File: config.mk
export PLATFORM = sky130hd
export DESIGN_NAME = spdif_aes3_tx_cs
export DESIGN_NICKNAME = d
export VERILOG_FILES = /design/src/rtl/spdif_aes3_tx_cs.sv
export SDC_FILE = /design/constraint.sdc
export NUM_CORES = 1
export LEC_CHECK = 0
export ABC_CLOCK_PERIOD_IN_PS = 4100
export BUFFER_PORTS_ARGS = -buffer_cell sky130_fd_sc_hd__buf_4
export CORE_UTILIZATION = 57
export DETAILED_ROUTE_END_ITERATION = 8
export HOLD_SLACK_MARGIN = 0.02
export PLACE_DENSITY_LB_ADDON = 0.15
export SETUP_SLACK_MARGIN = 0.3
export SLEW_MARGIN = 10
export SYNTH_ARGS = -nofsm -noshare
export SYNTH_HDL_FRONTEND = slang
export SYNTH_SLANG_ARGS = --single-unit
export TNS_END_PERCENT = 100
File: constraint.sdc
create_clock -name clk -period 4.1 [get_ports clk]
set_input_delay 0.205 -clock clk [delete_from_list [all_inputs] [get_ports clk]]
set_output_delay 0.205 -clock clk [all_outputs]
set_load 0.005 [all_outputs]
File: src/rtl/spdif_aes3_tx_cs.sv
// spdif_aes3_tx_cs: S/PDIF / AES3 transmitter with stereo sample FIFO and channel-status block.
//   clk            time-slot clock, one clk per half-bit (128 clk per frame)
//   rst_n          asynchronous active-low reset, released synchronously
//   en_i           slot advance enable; low freezes counters, handshakes and tx_o
//   sample_i       {right, left} samples, SAMPLE_WIDTH bits each, left in the LSBs
//   sample_valid_i / sample_ready_o   sample handshake, ready = FIFO not full
//   cs_i           192-bit channel-status block, latched once per block
//   user_i         user bits {R, L}, captured at each frame load
//   tx_o           biphase-mark line output
//   block_start_o  pulse at the first preamble slot of frame 0
//   underrun_o     pulse when a frame loads from an empty FIFO
// Optional: define SPDIF_CS_CRC_EN to replace channel-status bits 184..191 with the CRCC.
module spdif_aes3_tx_cs #(
  parameter int SAMPLE_WIDTH = 24,
  parameter int FIFO_DEPTH   = 2
) (
  input  logic                      clk,
  input  logic                      rst_n,
  input  logic                      en_i,
  input  logic [2*SAMPLE_WIDTH-1:0] sample_i,
  input  logic                      sample_valid_i,
  output logic                      sample_ready_o,
  input  logic [191:0]              cs_i,
  input  logic [1:0]                user_i,
  output logic                      tx_o,
  output logic                      block_start_o,
  output logic                      underrun_o
);
  localparam int AW  = $clog2(FIFO_DEPTH);
  localparam int PAD = 24 - SAMPLE_WIDTH;
  logic [2*SAMPLE_WIDTH-1:0] mem [FIFO_DEPTH];
  logic [2*SAMPLE_WIDTH-1:0] head;
  logic [AW:0] wp, rp;
  logic full, empty, push, pop, load;
  logic [5:0] slot;
  logic sub;
  logic [7:0] frame;
  logic [23:0] aud_l, aud_r, aud;
  logic v;
  logic [1:0] u;
  logic [191:0] shadow;
  logic c_bit, par, nxt;
  logic [31:0] sf;
  logic [7:0] pat, tog;
  // One extra pointer bit distinguishes full from empty.
  assign empty = wp == rp;
  assign full = (wp[AW] != rp[AW]) && (wp[AW-1:0] == rp[AW-1:0]);
  assign sample_ready_o = !full;
  assign push = en_i && sample_valid_i && !full;
  assign load = en_i && slot == 6'd63 && sub;
  assign pop = load && !empty;
  assign head = mem[rp[AW-1:0]];
  always_ff @(posedge clk)
    if (push) mem[wp[AW-1:0]] <= sample_i;
`ifdef SPDIF_CS_CRC_EN
  logic [7:0] crc;
  // Serial CRCC over the C bits of frames 0..183 as they go out; restarts each block.
  always_ff @(posedge clk or negedge rst_n)
    if (!rst_n) crc <= 8'hFF;
    else if (load) crc <= frame == 8'd191 ? 8'hFF : (frame < 8'd184 ? ({crc[6:0], 1'b0} ^ ({8{crc[7] ^ shadow[frame]}} & 8'h1D)) : crc);
`endif
  always_comb begin
    aud = sub ? aud_r : aud_l;
`ifdef SPDIF_CS_CRC_EN
    c_bit = frame >= 8'd184 ? crc[frame[2:0]] : shadow[frame];
`else
    c_bit = shadow[frame];
`endif
    par = ^{aud, v, u[sub], c_bit};
    sf = {par, c_bit, u[sub], v, aud, 4'b0};
    // Preamble patterns (bit n = slot n, relative to a low line) turned into per-slot toggles.
    pat = sub ? 8'h27 : (frame == 8'd0 ? 8'h17 : 8'h47);
    tog = pat ^ {pat[6:0], 1'b0};
    nxt = slot < 6'd8 ? tx_o ^ tog[slot[2:0]] : (slot[0] ? tx_o ^ sf[slot[5:1]] : !tx_o);
  end
  always_ff @(posedge clk or negedge rst_n)
    if (!rst_n) begin
      wp <= '0;
      rp <= '0;
      slot <= '0;
      sub <= 1'b0;
      frame <= '0;
      aud_l <= '0;
      aud_r <= '0;
      v <= 1'b1;
      u <= '0;
      shadow <= '0;
      tx_o <= 1'b0;
      block_start_o <= 1'b0;
      underrun_o <= 1'b0;
    end else begin
      block_start_o <= en_i && slot == 6'd0 && !sub && frame == 8'd0;
      underrun_o <= load && empty;
      if (push) wp <= wp + 1'b1;
      if (pop) rp <= rp + 1'b1;
      if (en_i) begin
        tx_o <= nxt;
        slot <= slot + 1'b1;
        if (slot == 6'd63) sub <= !sub;
        if (load) begin
          frame <= frame == 8'd191 ? 8'd0 : frame + 8'd1;
          aud_l <= empty ? '0 : 24'(head[SAMPLE_WIDTH-1:0]) << PAD;
          aud_r <= empty ? '0 : 24'(head[2*SAMPLE_WIDTH-1:SAMPLE_WIDTH]) << PAD;
          v <= empty;
          u <= user_i;
          if (frame == 8'd191) shadow <= cs_i;
        end
      end
    end
endmodule

==> results.json, run 1 <==
{
  "grt_pass1_wl_microns": 64270,
  "fp.dieW_microns": 170.3,
  "whs_ns": 0.1173,
  "clock_sinks": 361,
  "ctsHtreeMaxLevel": 2,
  "cp_top_family": "compound AO/OA/AOI/OAI gates",
  "cp_cell_sequence": "buf_4, mux4_2, a221oi_1, o21ai_0, a21oi_1, o22ai_1, o211a_1, o21ai_1, a32oi_1, xnor2_1",
  "port_buffers": 249,
  "area_growth_pct": 35.85,
  "die_height_microns": 170.3,
  "start_util_pct": 57.95,
  "ys.flop_type": "dfrtp_1",
  "final-setup-viol-count": 0,
  "finalWeightedCongestion": 0.8222,
  "arrival_ns": 3.51,
  "drive_above_1_share_pct": 37.03,
  "worstPathMaxFanout": 15,
  "ant_nets": 0,
  "cp-end-kind": "flop",
  "synthCells": 1047,
  "cts_root_buf": "clkbuf_16",
  "first_pass_iters": 5,
  "numCtsBuffers": 38,
  "grt_start_max_net_pins": 112,
  "vdd_drop_max_v": 0.0003453,
  "post-route-min-period_ns": 3.106,
  "synth_area_per_cell_sq_um": 15.42,
  "post-cts-setup-buffers": 0,
  "final_common_cell": "buf_4",
  "wl_per_cell_microns": 21.52,
  "final.period_utilization_pct": 75.75,
  "required_ns": 4.50,
  "drt_wl_total_microns": 41750,
  "routed_via_density": 5.589,
  "power.density_nw_per_um2": 382.2,
  "final_cell_mix": "buf_4 (264), dfrtp_1 (261), dlygate4sd3_1 (244)",
  "io_pins": 250,
  "max_cap_violations": 0,
  "fillers": 1557,
  "hp-class": "primary input to flop",
  "slowest_delay_ns": 0.67,
  "hold_violations": 0,
  "nets": 1779,
  "track_usage_pct": 29.52,
  "worst-path-buf-inv": 1,
  "ys_async_sr_fraction_pct": 73.41,
  "placementRows": 61,
  "netlist_area_sq_um": 16140,
  "multi_input_area_sq_um": 6160,
  "synth_edf_count": 96,
  "ff_latch_area_sq_um": 9519,
  "max_slew_margin_pct": 32.83,
  "clk_pin_slew_ns": 0.06,
  "totalNegativeSetupSlack_ns": 0,
  "first_iter_violations": 734,
  "critPathLaunchType": "flop",
  "path_class": "flop to flop",
  "status": "finished, final reports clean",
  "grt_pass1_vias": 11660,
  "leakagePower_uw": 0.009994,
  "synth_nets": 1297,
  "ys_seq_elements": 361,
  "skew_ns": 0.03423,
  "clock_path_buffers": 3,
  "die_area_sq_um": 29000,
  "r2r_slack_ns": 0.99,
  "hpwl_microns": 24540,
  "synth_warnings": 0,
  "maxSlewViolCount": 0,
  "slowest_stage": "dfrtp_2",
  "drc": 0,
  "num_vias": 10840,
  "power_uw": 8382,
  "overflow": 0,
  "tightest_slew_ns": 1.007,
  "ys_seq_area_share_pct": 58.94,
  "insertion_delay_ns": 0.53,
  "grt_setup_unrepaired": "no",
  "core-area_sq_um": 27860,
  "max_clock_freq_ghz": 0.3220,
  "cts_tree": "yes",
  "synth_cell_type_count": 56,
  "antenna_found_initial": 4
}
[kinds of logic (layout without fill, tap and decap cells)]
| kind of cell | after synthesis | after routing | share of synthesized area (%) |
|---|---|---|---|
| flip-flops | 361 | 361 | 58.94 |
| adder cells (fa/ha/maj) | 4 | 4 | 0.3100 |
| AO/OA/AOI/OAI | 94 | 94 | 4.131 |
| other | 0 | 4 | 0 |
| AND/OR/NAND/NOR | 129 | 129 | 3.612 |
| XOR/XNOR | 53 | 53 | 3.046 |
| multiplexers | 327 | 327 | 26.90 |
| buffers and inverters | 79 | 590 | 3.062 |
[what timing repair did]
item / 4_1_cts / 5_1_grt
hold endpoints to repair: 401 / 0
hold buffers: 244 / 0
resized for setup: 0 / 0
[final timing paths]
path / startpoint / depth (start not counted) / to
max in group asynchronous: rst_n / 3 / v$_DFFE_PN1P_
worst min register to register: rp[1]$_DFFE_PN0P_ / 1 / rp[1]$_DFFE_PN0P_
worst min-delay path: sample_valid_i / 3 / wp[0]$_DFFE_PN0P_
worst max register to register: frame[0]$_DFFE_PN0P_ / 10 / tx_o$_DFFE_PN0P_
min in group asynchronous: rst_n / 2 / shadow[44]$_DFFE_PN0P_
worst max-delay path: frame[0]$_DFFE_PN0P_ / 10 / tx_o$_DFFE_PN0P_
[cell usage after synthesis, types with 3 or more instances]
library cell	count	share of area, %
nand2_1	77	1.8
inv_1	6	0.14
o31ai_1	50	2.3
clkbuf_8	8	0.68
mux2_2	193	13
buf_6	3	0.21
nor2_1	14	0.33
and3_1	3	0.12
buf_12	3	0.37
edfxtp_1	96	18
o21ai_0	9	0.28
mux2i_1	73	4.5
nor2b_1	3	0.12
ha_1	4	0.31
buf_2	19	0.59
nand4_1	5	0.19
and2_1	3	0.12
dfrtp_1	264	41
mux4_2	44	6.1
mux4_1	17	2.8
clkbuf_1	30	0.70
xor2_1	26	1.4
xnor2_1	25	1.4
buf_4	6	0.28
nand3_1	10	0.31
a21oi_1	11	0.34
a211oi_1	3	0.14
a22oi_1	5	0.23
[per-layer routing]
metal,global-route usage [%],vias to the layer above,part of all wire (%)
met5,0,-,0
met4,10.81,0,3.2
met3,5.163,92,5.9
met2,49.54,397,49
met1,38.74,5474,41
li1,-,4879,-
[cell type report]
class	count	share of cell area, %
flip-flops and latches	361	43.40
multi-input cells	607	28.09
repair buffers	513	20.61
clock buffers	61	5.237
well taps	378	2.157
clock inverters	8	0.3252
inverters	8	0.1369
diodes	4	0.04564
[registers in the layout (all words and copies together), names as in the netlist, 6 cells and up]
name / count
aud_l: 24
aud_r: 24
frame: 8
mem: 96
shadow: 192
slot: 6
[power by group]
part	switching (uW)	internal (uW)	total (uW)
logic	504	497	1000
clock network	1400	1980	3380
registers	121	3880	4000
total	2020	6360	8380
[metrics by stage]
stage               util (%)  cell area [sq um]  worst slack, ns  cells
floorplan                  -              16140           0.5595   1047
global placement       65.54              18260            1.072   1623
detailed placement     65.54              18260            1.036   1623
CTS                    78.69              21920            1.002   1936
global route           78.72              21930           0.8232   1940
finish                 78.72              21930           0.9942   1940
[tightest hold or removal path: stages]
cell and delay (ns):
buf_4 0.08, and3_1 0.21, xor2_1 0.08
Note: power is estimated with default switching activity, not from simulation.
==> run 2, diff against run 1 <==
ABC_CLOCK_PERIOD_IN_PS = 2850   (was 4100)
CORE_UTILIZATION = 52   (was 57)
clock period = 2.85 ns   (was 4.1 ns; I/O delays follow)
==> run 2 against run 1 <==
Design area rose by 3.7%. Sequential cell count stayed put. Non-clock buffer count grew 41. Total power grew 49%. Sequential power increased by 43%. Register-to-register slack got worse by 0.82 ns. Clock power rose by 56%. Largest cell class unchanged.
==> results.json, run 2 (same netlist as run 1, synthesis figures left out) <==
{
  "start_util_pct": 52.77,
  "die_height_microns": 178.2,
  "status": "finished, final reports clean",
  "post-place-ws_ns": 0.1315,
  "track_usage_pct": 26.65,
  "hpwl_microns": 25520,
  "arrival_ns": 3.07,
  "ant_nets": 0,
  "cts_root_buf": "clkbuf_16",
  "r2r-start": "frame[0]$_DFFE_PN0P_",
  "totalNegativeSetupSlack_ns": 0,
  "critPathLaunchType": "flop",
  "finalWeightedCongestion": 0.8619,
  "numCtsBuffers": 40,
  "overflow": 0,
  "power.density_nw_per_um2": 550.1,
  "clock_sinks": 361,
  "path_class": "flop to flop",
  "final-setup-viol-count": 0,
  "reg2reg_depth": 11,
  "final_common_cell": "buf_4",
  "grt_start_max_net_pins": 101,
  "vdd_drop_max_v": 0.0003868,
  "cts_tree": "yes",
  "port_buffers": 249,
  "io_pins": 250,
  "largest_reg_flops": 192,
  "ff_latch_area_sq_um": 9520,
  "antenna_found_initial": 3,
  "clock_path_buffers": 3,
  "top_register": "shadow",
  "post-route-min-period_ns": 2.678,
  "grt_pass1_wl_microns": 63730,
  "place_inst": 1660,
  "first_pass_iters": 4,
  "insertion_delay_ns": 0.52,
  "ctsHtreeMaxLevel": 2,
  "max_cap_violations": 0,
  "die_area_sq_um": 31750,
  "num_vias": 10920,
  "placementRows": 64,
  "fp.dieW_microns": 178.2,
  "fillers": 1950,
  "tightest_slew_ns": 0.8928,
  "r2r_end": "tx_o$_DFFE_PN0P_",
  "max_clock_freq_ghz": 0.3734,
  "area_growth_pct": 40.88,
  "worstPathMaxFanout": 5,
  "drt_wl_total_microns": 41920,
  "max_slew_margin_pct": 40.48,
  "cp-end-kind": "flop",
  "hp-class": "primary input to async pin",
  "multi_input_area_sq_um": 6207,
  "first_iter_violations": 685,
  "final_cell_mix": "buf_4 (284), dfrtp_1 (260), dlygate4sd3_1 (245)",
  "drive_above_1_share_pct": 40.20,
  "fin_cells": 2001,
  "slowest_delay_ns": 0.48,
  "clk_pin_slew_ns": 0.06,
  "drc": 0,
  "r2r_slack_ns": 0.17,
  "wl_per_cell_microns": 20.95,
  "slowest_stage": "mux4_2",
  "core-area_sq_um": 30590,
  "leakagePower_uw": 0.01035,
  "cp_cell_sequence": "buf_12, buf_16, mux4_2, and3_1, a311oi_1, o311a_1, nor4_4, o211a_1, o21ai_1, a32oi_1, xnor2_1",
  "grt_setup_unrepaired": "yes",
  "hold_violations": 0,
  "setup_slack_ns": 0.1722,
  "whs_ns": 0.2358,
  "nets": 1822,
  "maxSlewViolCount": 0,
  "grt_pass1_vias": 11460,
  "final.period_utilization_pct": 93.96,
  "required_ns": 3.24,
  "power_uw": 12510,
  "routed_via_density": 5.456,
  "skew_ns": 0.01804
}
[run 2: cell count changes in the layout (fill, tap and decap cells not counted), sizes merged]
| cell | change |
|---|---|
| clkinvlp | -1 |
| clkbuf | +4 |
| diode | -1 |
| bufbuf | +1 |
| dlygate4sd3 | +1 |
| buf | +36 |
| bufinv | +2 |
| clkinv | +1 |
[run 2: timing repair]
| action | CTS | global route |
|---|---|---|
| gates resized for setup | 18 | 10 |
| gates cloned | 3 | 3 |
| endpoints found under the hold margin | 385 | 0 |
| endpoints found under the setup margin | 1 | 137 |
| pin swaps | 16 | 14 |
| hold buffers | 245 | 0 |
| buffers inserted | 5 | 10 |
[run 2: how the worst max path moves through the flow]
stage | start | to | slack [ns]
after floorplan | rp[0]$_DFFE_PN0P_ | mem[1][0]$_DFFE_PP_ | 0.32
after global placement | frame[0]$_DFFE_PN0P_ | tx_o$_DFFE_PN0P_ | 0.15
after detailed placement | frame[0]$_DFFE_PN0P_ | tx_o$_DFFE_PN0P_ | 0.13
after CTS | frame[0]$_DFFE_PN0P_ | tx_o$_DFFE_PN0P_ | 0.20
after global routing | frame[0]$_DFFE_PN0P_ | tx_o$_DFFE_PN0P_ | 0.04
final | frame[0]$_DFFE_PN0P_ | tx_o$_DFFE_PN0P_ | 0.17
[run 2: power breakdown]
group / switching, uW / internal [uW] / leakage [uW]
Combinational: 759 / 741 / 0.00513
Sequential: 144 / 5580 / 0.00454
Clock: 2040 / 3250 / 0.000679
Total: 2940 / 9570 / 0.0103
[run 2: layout make-up]
class                      count  share of cell area, %
antenna                        3                0.03301
clock buffer                  62                  5.430
clock inverter                10                 0.5667
inverter                       8                 0.1375
multi-input combinational    607                  27.29
sequential                   361                  41.86
tap                          396                  2.179
timing repair buffer         554                  22.50
[run 2: layer usage]
metal	wire, microns	vias to the layer above	share of wire [%]	global-route usage (%)
met3	2378	74	5.7	5.072
met2	19910	354	47	42.41
met5	0	-	0	0
met1	18620	5516	44	37.39
met4	1008	0	2.4	7.980
li1	-	4973	-	-
[run 2: worst max-delay path, delay by kind of cell (launching register included)]
family / cells / cell delay [ns]
mux: 1 / 0.48
simple gates: 2 / 0.23
flops: 1 / 0.44
xor+xnor: 1 / 0.14
compound gates: 5 / 0.98
buf+inv: 2 / 0.27
[run 2: per-stage QoR]
step	util, %	cell area (sq um)
2_1_floorplan	-	16150
3_3_place_gp	60.68	18560
4_1_cts	73.79	22570
3_5_place_dp	60.68	18560
5_1_grt	74.35	22740
6_report	74.35	22740
